**config.mk**
```make
export PLATFORM = sky130hd
export DESIGN_NAME = sync_fifo_ctrl
export DESIGN_NICKNAME = d
export VERILOG_FILES = /design/src/rtl/sync_fifo_ctrl.sv
export SDC_FILE = /design/constraint.sdc
export NUM_CORES = 1
export LEC_CHECK = 0
export ABC_AREA = 1
export CAP_MARGIN = 20
export CORE_MARGIN = 4
export CORE_UTILIZATION = 48
export DETAILED_ROUTE_END_ITERATION = 6
export GPL_ROUTABILITY_DRIVEN = 0
export PLACE_DENSITY_LB_ADDON = 0.05
export SYNTH_ARGS = -nofsm -noshare
export SYNTH_HDL_FRONTEND = slang
export SYNTH_SLANG_ARGS = --single-unit
export TNS_END_PERCENT = 100
```
**constraint.sdc**
```tcl
create_clock -name clk -period 2.5 [get_ports clk]
set_clock_uncertainty 0.15 [all_clocks]
set_input_delay 0.75 -clock clk [delete_from_list [all_inputs] [get_ports clk]]
set_output_delay 0.75 -clock clk [all_outputs]
set_load 0.005 [all_outputs]
```
**src/rtl/sync_fifo_ctrl.sv**
```systemverilog
// sync_fifo_ctrl: single-clock FIFO controller for a dual-port FIFO_MEM array.
// Owns binary read/write pointers (ASIZE+1 bits, wrap modulo 2*DEPTH) and drives
// the memory write enable and both addresses. Full/empty and level are registered
// and computed from the next-state pointers, so there is no extra flag latency.
// Optional build macro: SFIFO_ERR_EN enables the sticky overflow/underflow flags;
// when it is undefined both flags are tied low and clr_err is ignored.
module sync_fifo_ctrl #(
   parameter int ASIZE    = 4,
   parameter int AF_LEVEL = 12,
   parameter int AE_LEVEL = 2
) (
   input  logic             clk,
   input  logic             rst_n,
   input  logic             winc,
   input  logic             rinc,
   input  logic             clr_err,
   output logic             mem_wen,
   output logic [ASIZE-1:0] mem_waddr,
   output logic [ASIZE-1:0] mem_raddr,
   output logic             wfull,
   output logic             rempty,
   output logic             almost_full,
   output logic             almost_empty,
   output logic [ASIZE:0]   level,
   output logic             overflow,
   output logic             underflow
);

   localparam logic [ASIZE:0] AF_L = AF_LEVEL[ASIZE:0];
   localparam logic [ASIZE:0] AE_L = AE_LEVEL[ASIZE:0];

   logic [ASIZE:0] r_wptr, r_rptr, r_level;
   logic           r_full, r_empty;
   logic           w_wacc, w_racc;
   logic [ASIZE:0] w_wptr_nxt, w_rptr_nxt;
   logic           w_full_nxt, w_empty_nxt;

   // Accept qualification; a write while full is always rejected (no bypass).
   always_comb begin
      w_wacc = winc & ~r_full;
      w_racc = rinc & ~r_empty;
   end

   // Next-state pointers and the flags they imply.
   always_comb begin
      w_wptr_nxt  = r_wptr + {{ASIZE{1'b0}}, w_wacc};
      w_rptr_nxt  = r_rptr + {{ASIZE{1'b0}}, w_racc};
      w_full_nxt  = (w_wptr_nxt[ASIZE] != w_rptr_nxt[ASIZE]) &&
                    (w_wptr_nxt[ASIZE-1:0] == w_rptr_nxt[ASIZE-1:0]);
      w_empty_nxt = (w_wptr_nxt == w_rptr_nxt);
   end

   // Pointer, level and full/empty registers.
   always_ff @(posedge clk or negedge rst_n) begin
      if (!rst_n) begin
         r_wptr  <= '0;
         r_rptr  <= '0;
         r_level <= '0;
         r_full  <= 1'b0;
         r_empty <= 1'b1;
      end else begin
         r_wptr  <= w_wptr_nxt;
         r_rptr  <= w_rptr_nxt;
         r_level <= w_wptr_nxt - w_rptr_nxt;
         r_full  <= w_full_nxt;
         r_empty <= w_empty_nxt;
      end
   end

   // Memory interface and status decode; the write strobe is held off during reset.
   always_comb begin
      mem_wen      = w_wacc & rst_n;
      mem_waddr    = r_wptr[ASIZE-1:0];
      mem_raddr    = r_rptr[ASIZE-1:0];
      wfull        = r_full;
      rempty       = r_empty;
      level        = r_level;
      almost_full  = (r_level >= AF_L);
      almost_empty = (r_level <= AE_L);
   end

`ifdef SFIFO_ERR_EN
   logic r_ovf, r_udf;

   // Sticky error flags; a new event in the clearing cycle keeps the flag set.
   always_ff @(posedge clk or negedge rst_n) begin
      if (!rst_n) begin
         r_ovf <= 1'b0;
         r_udf <= 1'b0;
      end else begin
         if (winc & r_full)       r_ovf <= 1'b1;
         else if (clr_err)        r_ovf <= 1'b0;
         if (rinc & r_empty)      r_udf <= 1'b1;
         else if (clr_err)        r_udf <= 1'b0;
      end
   end

   // Drive the error outputs from the sticky registers.
   always_comb begin
      overflow  = r_ovf;
      underflow = r_udf;
   end
`else
   logic w_unused_clr;

   // Error reporting disabled: flags tied low, clear input has no effect.
   always_comb begin
      w_unused_clr = clr_err;
      overflow     = 1'b0;
      underflow    = 1'b0;
   end
`endif

endmodule

```
* Yosys cells after proc, flatten, opt, wreduce, memory -nomap -nowiden
Index checks and enable logic that the tools add are counted.
** Storage, ports and cells
- Flip-flop bits (word level) :: 17
- Input port bits :: 5
- Output and inout port bits :: 20
- Word-level logic and storage cells :: 19
** Operators by class
- $add $sub $neg :: 3
- Magnitude comparators :: 2
- Eq/ne operators :: 3
- Bitwise logic cells :: 5
- Reductions and logical operators :: 1
** Operators with widths (number)
- 5-bit by 1-bit adder with 5-bit output :: 2
- 5-bit == test :: 1
- 5-bit by 4-bit greater-or-equal comparator with 1-bit output (second input constant) :: 1
- 5-bit by 2-bit less-or-equal comparator with 1-bit output (second input constant) :: 1
- 5-bit subtractor :: 1
- 4-bit == test :: 1
- 1-bit bitwise AND :: 3
- 1-bit NOT :: 2
- 1-bit logical AND :: 1
- 1-bit != test :: 1

* Logic depth before layout (Yosys ltp)
- Depth in word-level cells :: 5
- Gate-level depth with buffers :: 14
- Gate-level depth less buffers :: 14

* Worst setup path after synthesis
OpenSTA, ideal clock, no wires.
- Path type :: input to register
- Start point :: input rinc
- End point :: register r_level[4], in the netlist level[4]
- Setup time :: 0.116 ns
- Arrival time :: 2.230 ns
- Data required time :: 2.234 ns
- Slack :: 0.004 ns
- Stages on the path :: 13
- Buffers on the path :: 0
- Cell sequence :: inv_1 -> nor2_1 -> ha_1 -> ha_1 -> inv_1 -> nor2_1 -> nor2_1 -> ha_1 -> o21bai_1 -> a21oi_1 -> nand2_1 -> nand3_1 -> nand2_1
** Between the ends
- Word-level cells in the longest chain between the ends :: 3
** RTL lines
- start, declared :: RTL line 15 : input logic rinc,
- 1-bit bitwise AND :: RTL line 41 : w_racc = rinc & ~r_empty;
- 5-bit by 1-bit adder with 5-bit output :: RTL line 47 : w_rptr_nxt = r_rptr + {{ASIZE{1'b0}}, w_racc};
- net w_rptr_nxt[1] :: RTL line 35 : logic [ASIZE:0] w_wptr_nxt, w_rptr_nxt;
- 5-bit subtractor :: RTL line 64 : r_level <= w_wptr_nxt - w_rptr_nxt;
- end signal, assigned :: RTL line 64
- end, declared :: RTL line 32 : logic [ASIZE:0] r_wptr, r_rptr, r_level;
The timed path passes the listed nets, and every way through them passes these cells.

* Worst setup path in the final report
- Start point :: input rst_n
- End point :: output mem_wen
** Between the ends
- Word-level cells in the longest chain between the ends :: 1
** RTL lines
- start, declared :: RTL line 13 : input logic rst_n,
- 1-bit bitwise AND :: RTL line 72 : mem_wen = w_wacc & rst_n;
- end, declared :: RTL line 17 : output logic mem_wen,
No other way between the ends.

==> run summary <==
Drt
* number of iterations in the first detailed-routing pass: 2
* remaining routing DRC violations: 0
* total via count after detailed routing: 799
* Total Wirelength: 1812 um
* DRC violation total after the first TritonRoute iteration: 6
* number of antenna-violating nets in the routed design: 0
* Via-to-Cell Ratio: 4.514
* routed wire length per instance: 10.24 um

Setup path
* Critical path destination: mem_wen
* startpoint of the lowest-slack register-to-register path: rempty
* Worst Setup Start Kind: input port
* CP peak stage delay: 0.47 ns
* class of the most critical setup path: in2out
* R2R Setup Slk: 0.33 ns
* Critical Path, Cell by Cell: clkdlybuf4s50_1 > and3_1 > clkbuf_2
* Slowest cell on crit path: sky130_fd_sc_hd__clkdlybuf4s50_1
* end of the worst register-to-register path: level[4]
* data required time of the worst path: 1.60 ns
* endpoint arrival time on the critical path: 1.48 ns
* CP Launch Point: rst_n
* worst reg-to-reg path cell count: 12
* biggest fanout along the worst timing path: 2
* Crit. End Element: output port

Timing
* final hold vios: 0
* max-slew violations: 0
* setup repair after global routing missed its margin: false
* fin crit period: 2.380 ns
* final-layout setup total negative slack: 0 ns
* achievable frequency: 420.2 MHz
* final clock period utilization by the worst path: 0.9519
* number of setup violations in the final report: 0

Power and ir drop
* Power Internal: 0.001321 W
* switching power share of the total: 0.4107
* Sequential Power Share: 0.249
* net switching power: 0.0009206 W
* Comb power frac: 0.685
* static leakage power: 0.6949 nW
* Clock power frac: 0.066
* PD cells: 1616 nW/um2
* overall power of the completed layout: 0.002242 W
* worst vdd ir: 0.9725 mV

Clock tree
* number of H-tree levels: 1
* cell at the root of the clock tree: sky130_fd_sc_hd__clkbuf_4
* Clock Path Buffers: 2
* total clock buffers created by CTS: 3
* clock tree from TritonCTS: built
* count of hold buffers inserted by post-cts repair: 0
* number of clock sinks: 17
* worst-skew pair later-pin latency: 0.29 ns
* clock-pin slew on the worst setup and hold paths: 0.10 ns

Global routing
* initial antenna violation count: 0
* global-route total usage across every layer: 0.1507
* largest net degree at the start of global routing: 18
* wire length of the first global-routing pass: 3160 um
* GRT Residual Overflow: 0
* via count of the first global-routing pass: 769

Cells and area
* Antenna Diode Count: 0
* signed area change from the synthesized netlist to the final layout: 35.74%
* fraction of final layout cells sized beyond drive strength 1: 0.3667
* final non-filler cell area: 1388 um2
* post-route core utilization: 0.6931
* number of nets in the layout: 161

Floorplanning
* Total Die Area: 2932 um2
* die height: 54.15 um
* count of standard-cell rows: 16
* initial core utilization: 0.5106
* width of the die: 54.15 um
* Top-Level Pins: 25
* core box area: 2002 um2

Logic synthesis
* ys async rst share: 1.000
* cell types with the highest counts after synthesis: sky130_fd_sc_hd__nand2_1 (22), sky130_fd_sc_hd__inv_1 (18), sky130_fd_sc_hd__dfrtp_1 (16), sky130_fd_sc_hd__nor2_1 (11), sky130_fd_sc_hd__buf_4 (10)
* post-synthesis instance area: 1022 um2
* area fraction of the dominant cell type after synthesis: 0.3917
* top cells by area in the synthesized netlist: sky130_fd_sc_hd__dfrtp_1 (39%), sky130_fd_sc_hd__nand2_1 (8.1%), sky130_fd_sc_hd__buf_4 (7.3%)
* sequential area share after synthesis: 0.4174
* Top FF cell, synth: sky130_fd_sc_hd__dfrtp_1
* Yosys warning count: 0
* most instantiated library cell after synthesis: sky130_fd_sc_hd__nand2_1
* register bit count reported by yosys: 17
* Post-Syn Instances: 121
* distinct cell type count after synthesis: 24
* number of synthesized flops with an enable pin: 0
* Mean Syn Cell Area: 8.448 um2
* top cell type by total area after synthesis: sky130_fd_sc_hd__dfrtp_1

Status
* result of the run: completed

Placement
* Placed Instance Area: 1285 um2
* final HPWL from detailed placement: 1478 um
* IO Port Bufs: 21

Job
* maxcap violations: 0

Worst hold path
* Hold Crit Class: reg2reg

-- kinds of logic after synthesis --
| family | after synthesis | synth area share |
|---|---|---|
| other cells | 1 | 0.003668 |
| compound gates | 4 | 0.02938 |
| buf+inv | 33 | 0.1579 |
| flops | 17 | 0.4174 |
| simple gates | 58 | 0.2974 |
| xor+xnor | 3 | 0.03306 |
| fa+ha+maj | 5 | 0.06120 |
-- critical path, delay by kind of cell --
kind	cells	cell delay, ns
buffers and inverters	2	0.58
and+or+nand+nor	1	0.15
-- worst min path at each step --
stage	from	to	slack, ns	cells after the start
floorplan	rst_n	level[0]	0.30	0
global placement	r_rptr[4]	r_rptr[4]	0.36	2
detailed placement	r_rptr[4]	r_rptr[4]	0.37	2
CTS	r_rptr[4]	r_rptr[4]	0.39	2
global route	r_wptr[4]	r_wptr[4]	0.42	1
finish	r_rptr[4]	r_rptr[4]	0.39	2
-- power groups by stage --
stage          Sequential, W  Clock (W)  Combinational [W]
4_1_cts             0.000558   0.000151            0.00155
2_1_floorplan       0.000542          0           0.000826
6_report            0.000559   0.000147            0.00154
3_3_place_gp        0.000549          0            0.00132
5_1_grt             0.000584   0.000166            0.00172
3_5_place_dp        0.000556          0            0.00134
-- repair_timing --
action | 4_1_cts | 5_1_grt
buffers inserted | 1 | 0
endpoints found under the setup margin | 4 | 3
gates resized for setup | 19 | 5
pin swaps | 9 | 0
-- state kept, by name, indices dropped and copies added, names as in the netlist --
name    flops
level       5
r_rptr      5
r_wptr      5
rempty      1
wfull       1
-- metrics by stage --
step / setup slack (ns) / instances / hold slack [ns]
floorplan: 0.003854 / 122 / 0.3044
CTS: -0.0007701 / 177 / 0.3925
global placement: -0.4736 / 172 / 0.3600
detailed placement: -0.5241 / 172 / 0.3676
finish: 0.1202 / 177 / 0.3871
global route: 0.03415 / 177 / 0.4243
-- layout by cell type, fill, tap and decap left out --
master                            count
sky130_fd_sc_hd__a2111oi_1            1
sky130_fd_sc_hd__a21oi_2              1
sky130_fd_sc_hd__and3_1               1
sky130_fd_sc_hd__buf_4               13
sky130_fd_sc_hd__clkbuf_1             1
sky130_fd_sc_hd__clkbuf_2             1
sky130_fd_sc_hd__clkbuf_4             3
sky130_fd_sc_hd__clkdlybuf4s50_1     17
sky130_fd_sc_hd__conb_1               2
sky130_fd_sc_hd__dfrtp_1             16
sky130_fd_sc_hd__dfstp_2              1
sky130_fd_sc_hd__dlygate4sd2_1        2
sky130_fd_sc_hd__dlymetal6s2s_1       1
sky130_fd_sc_hd__ha_1                 1
sky130_fd_sc_hd__ha_2                 2
sky130_fd_sc_hd__ha_4                 2
sky130_fd_sc_hd__inv_1               15
sky130_fd_sc_hd__inv_2                8
sky130_fd_sc_hd__nand2_1             22
sky130_fd_sc_hd__nand2_2              7
sky130_fd_sc_hd__nand2_4              2
sky130_fd_sc_hd__nand3_1              6
sky130_fd_sc_hd__nand3_2              4
sky130_fd_sc_hd__nand3_4              1
sky130_fd_sc_hd__nand4_1              2
sky130_fd_sc_hd__nor2_1               6
sky130_fd_sc_hd__nor2_2               5
sky130_fd_sc_hd__nor2_4               2
sky130_fd_sc_hd__o21ai_2              1
sky130_fd_sc_hd__o21bai_4             1
sky130_fd_sc_hd__xnor2_1              1
sky130_fd_sc_hd__xnor2_2              1
sky130_fd_sc_hd__xor2_1               1
-- per-layer routing --
layer,GRT usage,vias to the layer above,routed length (um),part of all wire
met5,0,-,0,0
met4,0.06224,0,30,0.017
met3,0.02493,4,63,0.035
met2,0.2629,14,913,0.50
met1,0.1810,365,805,0.44
li1,-,416,-,-
-- area by class of cell --
type | count | area, um2
sequential | 17 | 426.7
fill | 175 | 614.3
timing repair buffer | 34 | 302.8
multi-input combinational | 72 | 511.7
tap | 27 | 33.78
clock buffer | 4 | 26.28
inverter | 23 | 86.33
(Power assumes the default switching activity.)
